$ cat src/rtl/imem_pkg.sv
// Purpose: shared types and defaults for the instruction-memory arbiter.
// Latency: n/a (types and constants only).
// Backpressure: n/a.
package imem_pkg;

    localparam int DEF_AW         = 10;
    localparam int DEF_STARVE_MAX = 4;
    localparam int STARVE_W       = 4;   // holds STARVE_MAX up to 15

    typedef enum logic [1:0] {
        ST_LOAD,
        ST_RUN,
        ST_DRAIN
    } state_t;

    // Which requester owns the read returning next cycle.
    typedef enum logic [1:0] {
        SRC_NONE,
        SRC_FETCH,
        SRC_DEBUG
    } src_t;

endpackage

$ cat src/rtl/imem_arb_if.sv
// Purpose: single-port instruction memory bus (master = arbiter, slave = memory).
// Latency: mem_rdata returns one cycle after a read enable.
// Backpressure: none; the memory accepts one access every cycle.
// Ports: mem_en, mem_we, mem_addr[AW], mem_wdata[32] from master; mem_rdata[32] from slave.
interface imem_arb_if import imem_pkg::*; #(
    parameter int AW = DEF_AW
) ();
    logic          mem_en;
    logic          mem_we;
    logic [AW-1:0] mem_addr;
    logic [31:0]   mem_wdata;
    logic [31:0]   mem_rdata;

    modport master (output mem_en, mem_we, mem_addr, mem_wdata, input mem_rdata);
    modport slave  (input mem_en, mem_we, mem_addr, mem_wdata, output mem_rdata);
endinterface

$ cat src/rtl/imem_starve_cnt.sv
// Purpose: saturating debug starvation counter; raises force_gnt when debug has waited STARVE_MAX cycles.
// Latency: force_gnt is combinational from the registered count and dbg_req.
// Backpressure: none. Ports: clk, rst, run, dbg_req, dbg_gnt in; force_gnt out.
module imem_starve_cnt import imem_pkg::*; #(
    parameter int STARVE_MAX = DEF_STARVE_MAX
) (
    input  logic clk,
    input  logic rst,
    input  logic run,
    input  logic dbg_req,
    input  logic dbg_gnt,
    output logic force_gnt
);

    localparam logic [STARVE_W-1:0] MAX = STARVE_W'(STARVE_MAX);

    logic [STARVE_W-1:0] starve;

    // Only waiting cycles in RUN count; any grant or a dropped request restarts the count.
    always_ff @(posedge clk or negedge rst) begin
        if (!rst) begin
            starve <= '0;
        end else if (!run || !dbg_req || dbg_gnt) begin
            starve <= '0;
        end else if (starve != MAX) begin
            starve <= starve + 1'b1;
        end
    end

    assign force_gnt = run && dbg_req && (starve == MAX);

endmodule

$ cat src/rtl/imem_arb.sv
// Purpose: owns the instruction memory port; boot/reload loader writes, then fetch-priority reads with starvation-guarded debug.
// Latency: grant and address in the same cycle, f_valid/dbg_valid and rdata one cycle later; loader writes land on the accepting edge.
// Backpressure: fetch_stall = f_req & ~f_gnt; ld_ready high only in LOAD; debug waits until granted.
// Ports: clk, rst; fetch f_*; loader ld_*; debug dbg_*; reload, boot_done; mem (imem_arb_if master).
module imem_arb import imem_pkg::*; #(
    parameter int AW         = DEF_AW,
    parameter int STARVE_MAX = DEF_STARVE_MAX
) (
    input  logic          clk,
    input  logic          rst,
    input  logic          f_req,
    input  logic [31:0]   f_addr,
    output logic          f_gnt,
    output logic          f_valid,
    output logic [31:0]   f_rdata,
    output logic          fetch_stall,
    input  logic          ld_valid,
    input  logic [31:0]   ld_data,
    input  logic          ld_last,
    output logic          ld_ready,
    input  logic          dbg_req,
    input  logic [AW-1:0] dbg_addr,
    output logic          dbg_gnt,
    output logic          dbg_valid,
    output logic [31:0]   dbg_rdata,
    input  logic          reload,
    output logic          boot_done,
    imem_arb_if.master    mem
);

    state_t        state;
    logic [AW-1:0] wptr;
    src_t          src_q;
    logic          run;
    logic          ld_acc;
    logic          ld_end;
    logic          force_gnt;
    logic [AW-1:0] f_word;
    logic          unused_addr;

    assign run    = (state == ST_RUN);
    assign f_word = f_addr[AW+1:2];
    assign unused_addr = ^{f_addr[31:AW+2], f_addr[1:0]};

    // ld_ready is itself only high in LOAD, so ld_acc needs no state term.
    assign ld_acc = ld_valid & ld_ready;
    assign ld_end = ld_acc & (ld_last | (wptr == {AW{1'b1}}));

    // ld_ready and boot_done are registered copies of the next state, so both
    // read 0 while reset is asserted and during the first cycle after release.
    always_ff @(posedge clk or negedge rst) begin
        if (!rst) begin
            state     <= ST_LOAD;
            wptr      <= '0;
            ld_ready  <= 1'b0;
            boot_done <= 1'b0;
        end else begin
            case (state)
                ST_LOAD: begin
                    ld_ready <= 1'b1;
                    if (ld_acc) begin
                        wptr <= wptr + 1'b1;
                    end
                    if (ld_end) begin
                        state     <= ST_RUN;
                        ld_ready  <= 1'b0;
                        boot_done <= 1'b1;
                        wptr      <= '0;   // full-depth load wraps here anyway
                    end
                end
                ST_RUN: begin
                    if (reload) begin
                        state     <= ST_DRAIN;
                        boot_done <= 1'b0;
                    end
                end
                ST_DRAIN: begin
                    state    <= ST_LOAD;
                    ld_ready <= 1'b1;
                    wptr     <= '0;
                end
                default: begin
                    state     <= ST_LOAD;
                    ld_ready  <= 1'b0;
                    boot_done <= 1'b0;
                    wptr      <= '0;
                end
            endcase
        end
    end

    imem_starve_cnt #(.STARVE_MAX(STARVE_MAX)) u_starve (
        .clk       (clk),
        .rst       (rst),
        .run       (run),
        .dbg_req   (dbg_req),
        .dbg_gnt   (dbg_gnt),
        .force_gnt (force_gnt)
    );

    // A forced debug grant pre-empts fetch; otherwise debug only gets idle slots.
    assign f_gnt       = run & f_req & ~force_gnt;
    assign dbg_gnt     = run & dbg_req & (force_gnt | ~f_req);
    assign fetch_stall = f_req & ~f_gnt;

    always_comb begin
        mem.mem_en    = 1'b0;
        mem.mem_we    = 1'b0;
        mem.mem_addr  = '0;
        mem.mem_wdata = '0;
        if (ld_acc) begin
            mem.mem_en    = 1'b1;
            mem.mem_we    = 1'b1;
            mem.mem_addr  = wptr;
            mem.mem_wdata = ld_data;
        end else if (f_gnt) begin
            mem.mem_en   = 1'b1;
            mem.mem_addr = f_word;
        end else if (dbg_gnt) begin
            mem.mem_en   = 1'b1;
            mem.mem_addr = dbg_addr;
        end
    end

    always_ff @(posedge clk or negedge rst) begin
        if (!rst) begin
            src_q <= SRC_NONE;
        end else if (f_gnt) begin
            src_q <= SRC_FETCH;
        end else if (dbg_gnt) begin
            src_q <= SRC_DEBUG;
        end else begin
            src_q <= SRC_NONE;
        end
    end

    assign f_valid   = (src_q == SRC_FETCH);
    assign dbg_valid = (src_q == SRC_DEBUG);
    assign f_rdata   = f_valid   ? mem.mem_rdata : '0;
    assign dbg_rdata = dbg_valid ? mem.mem_rdata : '0;

endmodule

$ cat src/flat_wrapper.sv
// flat-port wrapper written by rule: the top's interface ports become plain ports
module imem_arb_flat import imem_pkg::*;
#(
    parameter int AW         = DEF_AW,
    parameter int STARVE_MAX = DEF_STARVE_MAX
)
  (clk, rst, f_req, f_addr, f_gnt, f_valid, f_rdata, fetch_stall, ld_valid, ld_data, ld_last, ld_ready, dbg_req, dbg_addr, dbg_gnt, dbg_valid, dbg_rdata, reload, boot_done, mem_mem_en, mem_mem_we, mem_mem_addr, mem_mem_wdata, mem_mem_rdata);
  imem_arb_if #(.AW(AW)) mem_i ();
  input  logic clk;
  input  logic rst;
  input  logic f_req;
  input  logic [31:0] f_addr;
  output logic f_gnt;
  output logic f_valid;
  output logic [31:0] f_rdata;
  output logic fetch_stall;
  input  logic ld_valid;
  input  logic [31:0] ld_data;
  input  logic ld_last;
  output logic ld_ready;
  input  logic dbg_req;
  input  logic [AW-1:0] dbg_addr;
  output logic dbg_gnt;
  output logic dbg_valid;
  output logic [31:0] dbg_rdata;
  input  logic reload;
  output logic boot_done;
  output wire logic [$bits(mem_i.mem_en)-1:0] mem_mem_en;
  output wire logic [$bits(mem_i.mem_we)-1:0] mem_mem_we;
  output wire logic [$bits(mem_i.mem_addr)-1:0] mem_mem_addr;
  output wire logic [$bits(mem_i.mem_wdata)-1:0] mem_mem_wdata;
  input wire logic [$bits(mem_i.mem_rdata)-1:0] mem_mem_rdata;
  assign mem_mem_en = mem_i.mem_en;
  assign mem_mem_we = mem_i.mem_we;
  assign mem_mem_addr = mem_i.mem_addr;
  assign mem_mem_wdata = mem_i.mem_wdata;
  assign mem_i.mem_rdata = mem_mem_rdata;
  imem_arb #(.AW(AW), .STARVE_MAX(STARVE_MAX)) u_core (.clk(clk), .rst(rst), .f_req(f_req), .f_addr(f_addr), .f_gnt(f_gnt), .f_valid(f_valid), .f_rdata(f_rdata), .fetch_stall(fetch_stall), .ld_valid(ld_valid), .ld_data(ld_data), .ld_last(ld_last), .ld_ready(ld_ready), .dbg_req(dbg_req), .dbg_addr(dbg_addr), .dbg_gnt(dbg_gnt), .dbg_valid(dbg_valid), .dbg_rdata(dbg_rdata), .reload(reload), .boot_done(boot_done), .mem(mem_i));
endmodule
$ cat config.mk
export PLATFORM = sky130hd
export DESIGN_NAME = imem_arb_flat
export DESIGN_NICKNAME = d
export VERILOG_FILES = /design/src/rtl/imem_pkg.sv /design/src/rtl/imem_arb_if.sv /design/src/rtl/imem_starve_cnt.sv /design/src/rtl/imem_arb.sv /design/src/flat_wrapper.sv
export SDC_FILE = /design/constraint.sdc
export NUM_CORES = 1
export LEC_CHECK = 0
export ABC_AREA = 1
export BUFFER_PORTS_ARGS = -buffer_cell sky130_fd_sc_hd__buf_2
export CORE_AREA = 2 2 88 90
export CTS_BUF_LIST = sky130_fd_sc_hd__clkbuf_8
export CTS_CLUSTER_SIZE = 16
export DETAILED_ROUTE_END_ITERATION = 10
export DIE_AREA = 0 0 90 92
export GPL_TIMING_DRIVEN = 0
export PLACE_DENSITY_LB_ADDON = 0.25
export SLEW_MARGIN = 0
export SYNTH_ARGS = -nofsm -noshare
export SYNTH_HDL_FRONTEND = slang
export SYNTH_HIERARCHICAL = 1
export SYNTH_SLANG_ARGS = --single-unit
$ cat constraint.sdc
create_clock -name clk -period 2.4 [get_ports clk]
set_clock_uncertainty 0.05 [all_clocks]
set_input_delay 0.12 -clock clk [delete_from_list [all_inputs] [get_ports clk]]
set_output_delay 0.12 -clock clk [all_outputs]
set_load 0.02 [all_outputs]
# Word-level counts from Yosys, hierarchy flattened
# Index checks and enable logic that the tools add are counted.
# word_totals
in_bits	113
register_bits	20
# classes
n_bitwise	14
n_eq_ne	10
n_mux	25
addsub	2
n_reduce_logical	11
# ops
cell	n
32-bit 2-to-1 mux	3
10-bit 2-to-1 mux	5
10-bit case mux with 2 select lines	1
10-bit by 1-bit adder with 10-bit output (second input constant)	1
10-bit == test (second input constant)	1
2-bit 2-to-1 mux	4
4-bit 2-to-1 mux	2
1-bit AND	7
1-bit 2-to-1 mux	7
1-bit case mux with 3 select lines	2
1-bit inverter	5
4-bit by 1-bit adder with 4-bit output (second input constant)	1
2-bit by 1-bit == test with 1-bit output (second input constant)	2
2-bit == test (second input constant)	2
4-bit by 3-bit == test with 1-bit output (second input constant)	1
4-bit by 3-bit != test with 1-bit output (second input constant)	1
2-bit case mux with 2 select lines	1
2-bit AND reduction	2
3-bit by 1-bit != test with 1-bit output (second input constant)	1
3-bit AND reduction	1
1-bit logical AND	2
1-bit logical NOT	2
2-bit logical NOT	1
1-bit logical OR	2
other kinds (4)	5

# Logic depth before layout (Yosys ltp)
# Gate-level depths: netlist of run 1.
# logic_depth
word_depth	8
depth_mapped	12
ltp_nobuf	11

# Hierarchy
# Netlist of run 1, hierarchy kept.
# by_module_without_submodules
module	cells_per_inst	seq_area_each_um2	instances	area_each_um2
imem_arb	329	400.4	1	1725.4
imem_starve_cnt	31	100.1	1	239.0

# Least setup slack after synthesis of run 1
# No wires, ideal clock.
# synth_timing
path_type	register to output
from	register u_core.u_starve.starve[0]
to	output mem_mem_addr[0]
path_stages_with_launch	12
arrival_ps	1731
required_ps	2230
path_slack_ps	499
path_cell_list	dfrtp_1 inv_1 ha_1 nand3_1 nor2_1 nor2_1 inv_1 nand3_2 inv_1 buf_4 nand2_1 a31oi_1
# synth_between
elab_chain_len	7
word_cells_on_any_way	9
# synth_rtl
item	line_no	source
start, declared	imem_starve_cnt.sv:17	logic [STARVE_W-1:0] starve;
start signal, assigned	imem_starve_cnt.sv:26	starve <= starve + 1'b1;
4-bit by 3-bit == test with 1-bit output	imem_starve_cnt.sv:30	assign force_gnt = run && dbg_req && (starve == MAX);
1-bit logical AND	imem_starve_cnt.sv:30	
net u_core.force_gnt	imem_arb.sv:37	logic force_gnt;
1-bit bitwise OR	imem_arb.sv:103	assign dbg_gnt = run & dbg_req & (force_gnt | ~f_req);
1-bit AND	imem_arb.sv:103	
net dbg_gnt	flat_wrapper.sv:23	output logic dbg_gnt;
10-bit 2-to-1 mux	imem_arb.sv:119	end else if (dbg_gnt) begin
10-bit 2-to-1 mux	imem_arb.sv:116	end else if (f_gnt) begin
10-bit 2-to-1 mux	imem_arb.sv:111	if (ld_acc) begin
end, declared	flat_wrapper.sv:30	output wire logic [$bits(mem_i.mem_addr)-1:0] mem_mem_addr;
# The timed path passes the listed nets, and every way through them passes these cells.

# Worst setup path in the final report of run 1
# layout_timing
from	register u_core.u_starve.starve[0]
to	output mem_mem_addr[4]
# layout_between
elab_chain_len	7
word_cells_on_any_way	9
# layout_rtl
item	line_no
4-bit by 3-bit == test with 1-bit output *	imem_starve_cnt.sv:30
1-bit logical AND *	imem_starve_cnt.sv:30
net u_core.force_gnt	imem_arb.sv:37
1-bit bitwise OR	imem_arb.sv:103
1-bit AND	imem_arb.sv:103
10-bit 2-to-1 mux	imem_arb.sv:119
10-bit 2-to-1 mux *	imem_arb.sv:116
10-bit 2-to-1 mux *	imem_arb.sv:111
# Mark *: on every way through the listed nets, which the timed path passes. The rest lies on a longest branch.

==> reports/qor.txt, run 1 <==
==========================================================================================
Status                                                                           completed
Unrepaired setup endpoints after global routing                                      false
Worst VDD drop                                                                    0.314 mV
DP Wirelength                                                                      6.43 mm
Cell-by-cell trace of the critical path                                       inv_1 -> ha_2 -> nand3_4 -> nor2_2 -> nor2_1 -> inv_1 -> nand3_2 -> inv_1 -> buf_6 -> nand2_1 -> a31oi_1 -> buf_4
Detailed Routing Iterations Pass 1                                                       4
Number of design rule violations left after detail routing                               0
Clock-pin slew on the worst setup and hold paths                                   0.07 ns
Port bufs                                                                              205
Net count of the mapped netlist                                                        476
Final design instance area without fill                                         3220 sq um
Global routing usage on met3                                                         5.67%
Crit path kind                                                                     reg2out
Maximum fanout along the worst path                                                     11
Nature of the critical path startpoint                                           flip-flop
Slowest stage cell on the critical path                                       sky130_fd_sc_hd__dfrtp_1
Class of the tightest hold or removal check                                         in2reg
Largest net degree at the start of global routing                                       21
Maximum cell stage delay along the critical path                                   0.43 ns
Final wirelength                                                                   7.66 mm
Last weighted congestion value of the routability-driven placer                      0.821
Final hold violation count                                                               0
Layout Area Growth over Synthesis                                                    63.7%
Met2 usage                                                                           30.3%
Area after detailed placement                                                   3120 sq um
Reported max-cap violation count                                                         0
Power per Cell Area                                                            482 nW/um^2
Worst path arrival time                                                            2.06 ns
Number of buffers created by CTS                                                         3
Share of synthesized cell area in full adder, half adder and majority cells          1.91%
Top library cells by usage in the layout, fill and taps aside                 sky130_fd_sc_hd__buf_2, sky130_fd_sc_hd__nor2_1, sky130_fd_sc_hd__inv_1
Slew HR                                                                              62.1%
Multiplexer fraction of the synthesized cell area                                       0%
Cell count after synthesis                                                             360
Depth of the most critical reg-to-reg path                                              13
Vert. Die Dim                                                                        92 um
Combined area of all synthesized cells                                          1960 sq um
Worst-Margin Slew                                                                 0.569 ns
# nets final                                                                           689
Top cell type's share of synthesized area                                            25.5%
Minimum clock period                                                               2.23 ns
Detail-routed via count per cell                                                      4.22
Die Footprint                                                                   8280 sq um
Cell chosen for the clock root                                                sky130_fd_sc_hd__clkbuf_8
Met1 global-route usage                                                              22.3%
Highest clock frequency the design can meet                                        449 MHz
Post-detailed-route count of antenna-violating nets                                      0
Dominant combinational cell family by area after synthesis                    simple AND/OR/NAND/NOR gates
Ports placed on the boundary                                                           228
Average instance area after synthesis                                           5.46 sq um
Cell with the most instances on the worst path                                sky130_fd_sc_hd__inv_1
Post-synthesis share of cell area spent on and, or, nand and nor gates               42.3%
Clock latency on the worst-skew pair                                               0.25 ns
# setup viols final                                                                      0
Register bit total from synthesis                                                       20
Clock Path Buffers                                                                       2
Post-synth cell types                                                                   25
Wire length of the first global-routing pass                                       12.0 mm
Min-Delay Path Depth                                                                     2
Post-route setup TNS                                                                  0 ns
Synth top area cells                                                          sky130_fd_sc_hd__dfrtp_1, sky130_fd_sc_hd__nor2_1, sky130_fd_sc_hd__inv_1
Element type at the critical path end                                          output port
Number of global-route vias before repair                                             2556
Required time at the worst-slack endpoint                                          2.23 ns
Vias after detailed routing                                                           2847
Ratio of cells with drive above 1 in the final layout                                39.4%
Starting density of the core                                                         26.4%
Total count of max-transition violations in the final report                             0
Total number of H-tree levels                                                            1
TritonCTS clock tree                                                                  done
Overall routing resource usage                                                       17.5%
Most Used Layer, Global Route                                                         met2
Floorplan Core Area                                                             7450 sq um
Static power due to leakage                                                     0.00219 uW
GR Overflow Total                                                                        0
Sequential fraction of the synthesis area                                            25.5%
Final clock period utilization by the worst path                                     92.9%
Most common library cell in the layout ignoring fill and taps                 sky130_fd_sc_hd__buf_2
# clock sinks                                                                           20
Compound-Gate Fraction of Synth Area                                                 7.13%
Width of the chip                                                                    90 um
Number of antenna violations at the first check in global routing                        0
Post-synth top area cell                                                      sky130_fd_sc_hd__dfrtp_1
DRC marker count from the first detailed-route iteration                               132
Synthesis warning total                                                                  6
Wire length per cell after detailed routing                                        11.4 um
Number of rows in the core area                                                         32
Xor and xnor fraction of the mapped netlist area                                     2.23%
==========================================================================================
sequential cells by signal (all words and copies together), names as in the netlist:
name and cells:
u_core/src_q 2, u_core/wptr 10, u_core/state 2, u_core/ld_ready 1
u_core/u_starve/starve 4, u_core/boot_done 1
what timing repair did:
| action | in CTS | in global routing |
|---|---|---|
| buffers inserted | 0 | 2 |
| setup endpoints to repair | 3 | 9 |
| hold buffers | 1 | 0 |
| endpoints found under the hold margin | 20 | 0 |
| resized for setup | 1 | 7 |
stage by stage:
stage | utilization, % | instances | setup WS [ns] | hold slack, ns | power [uW]
2_1_floorplan | - | 360 | 0.499 | -0.226 | 996
3_3_place_gp | 41.9 | 667 | 0.312 | 0.0509 | 1320
3_5_place_dp | 41.9 | 667 | 0.272 | 0.0449 | 1330
4_1_cts | 42.6 | 671 | 0.0431 | 0.0120 | 1550
5_1_grt | 43.1 | 673 | 0.0139 | 0.0389 | 1680
6_report | 43.2 | 674 | 0.171 | 0.0144 | 1550
critical path: cells and delay by family, from the launching register on:
family	cells	cell delay [ns]
flip-flops	1	0.43
AND/OR/NAND/NOR	5	0.42
adder cells (fa/ha/maj)	1	0.23
buffers and inverters	5	0.58
AO/OA/AOI/OAI	1	0.14
kinds of logic after synthesis:
logic type	count (synthesis)
buffers and inverters	106
DFF	20
adders and majority gates	3
and+or+nand+nor	205
AOI/OAI and AO/OA	21
xor gates and xnor gates	5
metal layers:
metal | wire, um | part of all wire [%] | vias to the layer above
met5 | 0 | 0 | -
met4 | 36 | 0.47 | 0
met3 | 829 | 11 | 4
met2 | 3630 | 47 | 149
met1 | 3160 | 41 | 1235
li1 | - | - | 1459
power breakdown:
part	total [uW]	internal, uW	switching [uW]
combinational	888	304	584
clock	214	112	102
sequential	447	385	61.6
final timing paths:
path	slack (ns)	from	to
max	0.17	u_core/u_starve/starve[0]	mem_mem_addr[4]
min	0.01	reload	u_core/state[0]
max reg2reg	0.43	u_core/u_starve/starve[0]	u_core/u_starve/starve[2]
min reg2reg	0.51	u_core/boot_done	u_core/boot_done
max in group asynchronous	1.70	rst	u_core/wptr[5]
min in group asynchronous	0.29	rst	u_core/u_starve/starve[2]
synth_stat cells, drive strengths merged:
cell,instances
nor2,130
inv,93
nand2,53
dfrtp,20
nand3,16
clkbuf,11
a31oi,10
o21ai,8
nand4,4
xor2,4
a21oi,3
ha,3
buf,2
nand3b,1
or2,1
xnor2,1
area by class of cell:
type,count,area (sq um)
buffer,13,63.8
timing repair buffer,208,1060
clock buffer,3,41.3
inverter,93,352
multi-input combinational,234,1070
tap,102,128
antenna,1,2.50
sequential,20,500
fill,844,4230
No activity file was read; power rests on OpenSTA's default activity.
==> inputs of run 2 (changes only) <==
--- a/config.mk
+++ b/config.mk
@@ -5,14 +5,14 @@
 export SDC_FILE = /design/constraint.sdc
 export NUM_CORES = 1
 export LEC_CHECK = 0
-export ABC_AREA = 1
 export BUFFER_PORTS_ARGS = -buffer_cell sky130_fd_sc_hd__buf_2
-export CORE_AREA = 2 2 88 90
+export CORE_AREA = 3 3 86 88
 export CTS_BUF_LIST = sky130_fd_sc_hd__clkbuf_8
 export CTS_CLUSTER_SIZE = 16
 export DETAILED_ROUTE_END_ITERATION = 10
-export DIE_AREA = 0 0 90 92
+export DIE_AREA = 0 0 89 91
 export GPL_TIMING_DRIVEN = 0
+export MAX_ROUTING_LAYER = met4
 export PLACE_DENSITY_LB_ADDON = 0.25
 export SLEW_MARGIN = 0
 export SYNTH_ARGS = -nofsm -noshare
==> run 2 against run 1 <==
Net effect:
- synthesized area fell by 2.5%
- largest cell class is now multi-input combinational cells
- setup slack worse by 0.039 ns
- register-to-register slack better by 0.08 ns
- die area is 2.2% lower
==> reports/qor.txt, run 2 <==
================================================================================
R2R Path Start                                                      u_core/u_starve/starve[0]
Average instance area after synthesis                                 7.88 sq um
Setup slack after placement                                             0.213 ns
Required time at the worst-slack endpoint                                2.23 ns
Top cell type's share of synthesized area                                  26.1%
# setup viols final                                                            0
Maximum fanout along the worst path                                           11
Final hold violation count                                                     0
GR Overflow Total                                                              0
Detail-routed via count per cell                                            4.65
Port bufs                                                                    205
Reported max-cap violation count                                               0
Clock latency on the worst-skew pair                                     0.25 ns
Wire length of the first global-routing pass                             11.0 mm
Nature of the critical path startpoint                                 flip-flop
Multi-input logic area                                                1350 sq um
Sequential fraction of the synthesis area                                  26.1%
Power per Cell Area                                                  466 nW/um^2
Depth of the most critical reg-to-reg path                                    10
Static power due to leakage                                           0.00198 uW
Total of fill cells in the finished design                                   690
Number of rows in the core area                                               30
Crit path kind                                                           reg2out
Highest clock frequency the design can meet                              441 MHz
Die Footprint                                                         8100 sq um
Post-route setup TNS                                                        0 ns
Synthesis warning total                                                        6
Slew HR                                                                    67.0%
Detailed Routing Iterations Pass 1                                             4
Combined area of all synthesized cells                                1910 sq um
Minimum clock period                                                     2.27 ns
Layout Area Growth over Synthesis                                          65.0%
Final design instance area without fill                               3160 sq um
Class of the tightest hold or removal check                               in2reg
Ports placed on the boundary                                                 228
Share of async-settable or async-resettable flops after synthesis           100%
Unrepaired setup endpoints after global routing                            false
# clock sinks                                                                 20
Worst VDD drop                                                          0.275 mV
Post-synth top area cell                                            sky130_fd_sc_hd__dfrtp_1
Post-synth cell types                                                         36
Cell count after synthesis                                                   243
Number of design rule violations left after detail routing                     0
Status                                                                 completed
Total internal power                                                      814 uW
Width of the chip                                                          89 um
Largest net degree at the start of global routing                             21
Floorplan Core Area                                                   6720 sq um
Number of buffers created by CTS                                               3
Starting density of the core                                               28.5%
Power share of the clock group                                             14.5%
Commonest cells in the synthesized netlist                          sky130_fd_sc_hd__and2_1, sky130_fd_sc_hd__and3_1, sky130_fd_sc_hd__nor2_1
Most common library cell in the layout ignoring fill and taps       sky130_fd_sc_hd__buf_2
Flip-flop count of the largest register after layout                          10
Worst-Margin Slew                                                       0.495 ns
# nets final                                                                 573
Number of global-route vias before repair                                   2255
Worst flop-to-flop path endpoint                                    u_core/u_starve/starve[2]
Total number of H-tree levels                                                  1
Gate power share                                                           56.7%
Wire length per cell after detailed routing                              14.0 um
Clock Path Buffers                                                             2
Post-detailed-route count of antenna-violating nets                            0
Cell chosen for the clock root                                      sky130_fd_sc_hd__clkbuf_8
Total count of max-transition violations in the final report                   0
Area used by sequential logic in the layout                            500 sq um
Launch point of the worst path                                      u_core/u_starve/starve[0]
Setup slack of the worst register-to-register path                       0.51 ns
Fin util                                                                   47.0%
Clock-pin slew on the worst setup and hold paths                         0.07 ns
Worst path arrival time                                                  2.10 ns
Switching power as a share of total power                                  44.8%
TritonCTS clock tree                                                        done
Net count of the mapped netlist                                              359
Ratio of cells with drive above 1 in the final layout                      49.9%
Number of antenna violations at the first check in global routing              1
Synth top area cells                                                sky130_fd_sc_hd__dfrtp_1, sky130_fd_sc_hd__and2_1, sky130_fd_sc_hd__and3_1
Minimum hold slack                                                     0.0727 ns
Overall routing resource usage                                             17.4%
Biggest regs                                                        u_core/wptr: 10 flops, u_core/u_starve/starve: 4 flops
Register name with the most flops                                    u_core/wptr
Vias after detailed routing                                                 2492
Last weighted congestion value of the routability-driven placer            0.849
Critical Path End                                                   mem_mem_addr[2]
Vert. Die Dim                                                              91 um
Crit path setup slack, layout                                           0.132 ns
Switching power                                                           659 uW
Most common cell in the synthesized netlist                         sky130_fd_sc_hd__and2_1
DRC marker count from the first detailed-route iteration                      58
Register bit total from synthesis                                             20
Number of enable-type register cells in the synthesized netlist                0
Top library cells by usage in the layout, fill and taps aside       sky130_fd_sc_hd__buf_2, sky130_fd_sc_hd__and2_1, sky130_fd_sc_hd__and3_1
Main flop type after synthesis                                      sky130_fd_sc_hd__dfrtp_1
Part of the power in registers                                             28.7%
Element type at the critical path end                                output port
Final clock period utilization by the worst path                           94.5%
DP Wirelength                                                            6.40 mm
Area after detailed placement                                         3040 sq um
Final wirelength                                                         7.50 mm
================================================================================
==> run 2: changes by cell type after synthesis, sizes merged, moves of 4 or more <==
cell,change
nor2,-106
nand2,-47
a22oi,+10
nand2b,+4
and3,+36
a31oi,-9
o21ai,-6
xor2,+4
inv,-89
nand3,-14
nor2b,+5
a21oi,+10
and2,+65
==> run 2: worst max-delay path: stages, from the launching register on <==
cell and delay (ns):
sky130_fd_sc_hd__dfrtp_1 0.41, sky130_fd_sc_hd__inv_1 0.10, sky130_fd_sc_hd__ha_4 0.17, sky130_fd_sc_hd__nand3b_4 0.10, sky130_fd_sc_hd__nor2_1 0.13, sky130_fd_sc_hd__nand2b_4 0.16
sky130_fd_sc_hd__and3_4 0.21, sky130_fd_sc_hd__buf_6 0.15, sky130_fd_sc_hd__a22oi_1 0.09, sky130_fd_sc_hd__a21oi_1 0.16, sky130_fd_sc_hd__buf_4 0.17
==> run 2: how the worst min path moves through the flow <==
stage,start,endpoint,cells after the start
CTS,reload,u_core/state[1],2
detailed placement,rst,u_core/wptr[5],1
floorplan,rst,u_core/boot_done,0
global route,reload,u_core/state[1],2
finish,reload,u_core/state[1],2
global placement,rst,u_core/wptr[5],1
==> run 2: through the flow <==
| stage | std cells | total power [uW] |
|---|---|---|
| after detailed placement | 528 | 1250 |
| after floorplan | 243 | 929 |
| after CTS | 532 | 1470 |
| after global routing | 536 | 1590 |
| final | 536 | 1470 |
| after global placement | 528 | 1240 |
==> run 2: power by group through the flow <==
stage	Sequential [uW]	Combinational, uW	Clock, uW
2_1_floorplan	429	500	0
3_3_place_gp	427	809	0
3_5_place_dp	429	817	0
4_1_cts	424	828	223
5_1_grt	431	917	242
6_report	423	835	214
==> run 2: cells by family (layout without fill, tap and decap cells) <==
logic type               count (synthesis)  after routing  share of synthesized area [%]
XOR/XNOR                                 9              9                           4.12
AND/OR/NAND/NOR                        153            153                           48.8
AO/OA/AOI/OAI                           34             34                           12.9
buffers and inverters                   22            234                           4.97
adder cells (fa/ha/maj)                  3              3                           1.96
other                                    0              1                              0
flip-flops                              20             20                           26.1
multiplexers                             2              2                           1.05
==> run 2: cell type report <==
cell class | instances | share of cell area, %
Inverter | 4 | 0.475
Timing Repair Buffer | 209 | 33.7
Antenna cell | 1 | 0.0792
Tap cell | 80 | 3.17
Sequential cell | 20 | 15.8
Buffer | 18 | 2.65
Clock buffer | 3 | 1.31
Multi-Input combinational cell | 201 | 42.7
==> run 2: metal layers <==
| layer | part of all wire (%) | vias up | GRT usage (%) |
|---|---|---|---|
| met2 | 50 | 110 | 30.8 |
| li1 | - | 1252 | - |
| met3 | 7.7 | 6 | 2.27 |
| met4 | 1.3 | 0 | 3.85 |
| met5 | 0 | - | - |
| met1 | 41 | 1124 | 20.7 |
==> run 2: repair_timing <==
| action | in CTS | in global routing |
|---|---|---|
| hold buffers | 1 | 0 |
| setup buffers | 0 | 3 |
| cloned | 0 | 0 |
| pin swaps | 0 | 2 |
| gates resized for setup | 4 | 5 |
| endpoints found under the setup margin | 9 | 9 |
| hold endpoints to repair | 20 | 0 |
==> inputs of run 3 (changes only) <==
--- a/config.mk
+++ b/config.mk
@@ -12,9 +12,9 @@
 export DETAILED_ROUTE_END_ITERATION = 10
 export DIE_AREA = 0 0 89 91
 export GPL_TIMING_DRIVEN = 0
-export MAX_ROUTING_LAYER = met4
 export PLACE_DENSITY_LB_ADDON = 0.25
-export SLEW_MARGIN = 0
+export RECOVER_POWER = 100
+export SLEW_MARGIN = 15
 export SYNTH_ARGS = -nofsm -noshare
 export SYNTH_HDL_FRONTEND = slang
 export SYNTH_HIERARCHICAL = 1
==> run 3 against run 2 <==
Net effect:
- sequential power hardly changed
- register-to-register slack hardly changed
- sequential share of layout area is essentially flat
- global-route usage down 0.45 points
- first-iteration DRC count shrank 10%
- die area unchanged
- combinational power down 0.5%
- final cell count stayed put
- routed wire length fell by 0.15%
- total power is 0.23% lower
- critical path type unchanged
- critical endpoint is now mem_mem_addr[6]
==> reports/qor.txt, run 3 (synthesis results as in run 2) <==
================================================================================
Starting density of the core                                               28.5%
Crit path kind                                                           reg2out
Top library cells by usage in the layout, fill and taps aside       sky130_fd_sc_hd__buf_2, sky130_fd_sc_hd__and2_1, sky130_fd_sc_hd__and3_1
Die Footprint                                                         8100 sq um
Number of rows in the core area                                               30
Total number of H-tree levels                                                  1
DP Wirelength                                                            6.40 mm
Setup slack after placement                                             0.213 ns
Area used by sequential logic in the layout                            500 sq um
Maximum fanout along the worst path                                           11
Most common library cell in the layout ignoring fill and taps       sky130_fd_sc_hd__buf_2
Placed Cells incl. Taps                                                      528
Cell chosen for the clock root                                      sky130_fd_sc_hd__clkbuf_8
Power per Cell Area                                                  466 nW/um^2
Ports placed on the boundary                                                 228
Worst-Margin Slew                                                        1.10 ns
Status                                                                 completed
Number of design rule violations left after detail routing                     0
Largest net degree at the start of global routing                             21
Worst path arrival time                                                  2.09 ns
Class of the tightest hold or removal check                               in2reg
Ratio of cells with drive above 1 in the final layout                      49.2%
Biggest regs                                                        u_core/wptr: 10 flops, u_core/u_starve/starve: 4 flops
Detail-routed via count per cell                                            4.65
Number of buffers created by CTS                                               3
Vias after detailed routing                                                 2493
Overall routing resource usage                                             16.9%
# nets final                                                                 573
Required time at the worst-slack endpoint                                2.23 ns
Static power due to leakage                                           0.00197 uW
Post-detailed-route count of antenna-violating nets                            0
Nature of the critical path startpoint                                 flip-flop
Clock Path Buffers                                                             2
Minimum clock period                                                     2.26 ns
Unrepaired setup endpoints after global routing                            false
Number of antenna violations at the first check in global routing              1
Total count of max-transition violations in the final report                   0
Clock latency on the worst-skew pair                                     0.25 ns
GR Overflow Total                                                              0
Count of non-filler cells in the finished layout                             536
Width of the chip                                                          89 um
Wire length per cell after detailed routing                              14.0 um
# setup viols final                                                            0
Final wirelength                                                         7.49 mm
Detailed Routing Iterations Pass 1                                             4
Reported max-cap violation count                                               0
Slew HR                                                                    26.8%
Highest clock frequency the design can meet                              442 MHz
Number of global-route vias before repair                                   2251
Minimum hold slack                                                     0.0711 ns
TritonCTS clock tree                                                        done
Vert. Die Dim                                                              91 um
Register name with the most flops                                    u_core/wptr
DRC marker count from the first detailed-route iteration                      52
Final hold violation count                                                     0
Flip-flop count of the largest register after layout                          10
Floorplan Core Area                                                   6720 sq um
Crit path setup slack, layout                                           0.140 ns
Final clock period utilization by the worst path                           94.2%
Post-route setup TNS                                                        0 ns
Layout Area Growth over Synthesis                                          64.8%
Wire length of the first global-routing pass                             11.0 mm
Worst VDD drop                                                          0.274 mV
Total of fill cells in the finished design                                   693
Port bufs                                                                    205
Element type at the critical path end                                output port
Final Total Pwr                                                          1470 uW
Multi-input logic area                                                1350 sq um
# clock sinks                                                                 20
Clock-pin slew on the worst setup and hold paths                         0.07 ns
Last weighted congestion value of the routability-driven placer            0.836
================================================================================
==> run 3: final cells by class <==
class	instances	area share, %
clock buffer	3	1.31
multi-input combinational	201	42.8
timing repair buffer	209	33.7
tap	80	3.17
buffer	18	2.66
inverter	4	0.476
antenna	1	0.0793
sequential	20	15.9
==> run 3: critical path: stages (launching register included) <==
cell	delay [ns]
sky130_fd_sc_hd__dfrtp_1	0.41
sky130_fd_sc_hd__inv_1	0.10
sky130_fd_sc_hd__ha_4	0.17
sky130_fd_sc_hd__nand3b_4	0.10
sky130_fd_sc_hd__nor2_1	0.13
sky130_fd_sc_hd__nand2b_4	0.16
sky130_fd_sc_hd__and3_4	0.21
sky130_fd_sc_hd__buf_6	0.15
sky130_fd_sc_hd__a22oi_1	0.09
sky130_fd_sc_hd__a21oi_1	0.15
sky130_fd_sc_hd__buf_4	0.16
==> run 3: stage by stage <==
step,instance area [sq um],utilization [%]
3_3_place_gp,3040,45.3
5_1_grt,3160,47.0
6_report,3160,47.0
3_5_place_dp,3040,45.3
4_1_cts,3110,46.3
2_1_floorplan,1910,-
==> run 3: per-layer routing <==
metal  global-route usage, %  part of all wire, %  up-vias
li1                        -                    -     1252
met1                    20.4                   40     1125
met2                    30.8                   51      110
met3                    2.81                  8.0        6
met4                    3.85                  1.3        0
met5                       0                    0        -
==> run 3: final timing paths <==
kind                                            from                         to  slack [ns]  depth (start not counted)
max                        u_core/u_starve/starve[0]            mem_mem_addr[6]        0.14                         10
min                                           reload            u_core/state[1]        0.07                          2
max reg2reg                u_core/u_starve/starve[0]  u_core/u_starve/starve[2]        0.51                         10
min reg2reg                          u_core/state[0]            u_core/ld_ready        0.47                          1
max in group asynchronous                        rst             u_core/wptr[1]        1.11                          2
min in group asynchronous                        rst             u_core/wptr[8]        0.53                          2
==> run 3: power breakdown <==
| part | leakage, uW | internal (uW) | switching (uW) | total (uW) |
|---|---|---|---|---|
| Sequential | 0.000269 | 375 | 49.6 | 424 |
| Combinational | 0.00168 | 324 | 508 | 831 |
| Clock | 0.0000216 | 111 | 102 | 214 |
| Total | 0.00197 | 810 | 659 | 1470 |
==> run 3: what timing repair did <==
action,4_1_cts,5_1_grt
gates resized for setup,4,5
hold buffers,1,0
buffers inserted,0,3
endpoints found under the hold margin,20,0
pin swaps,0,2
setup endpoints to repair,9,9
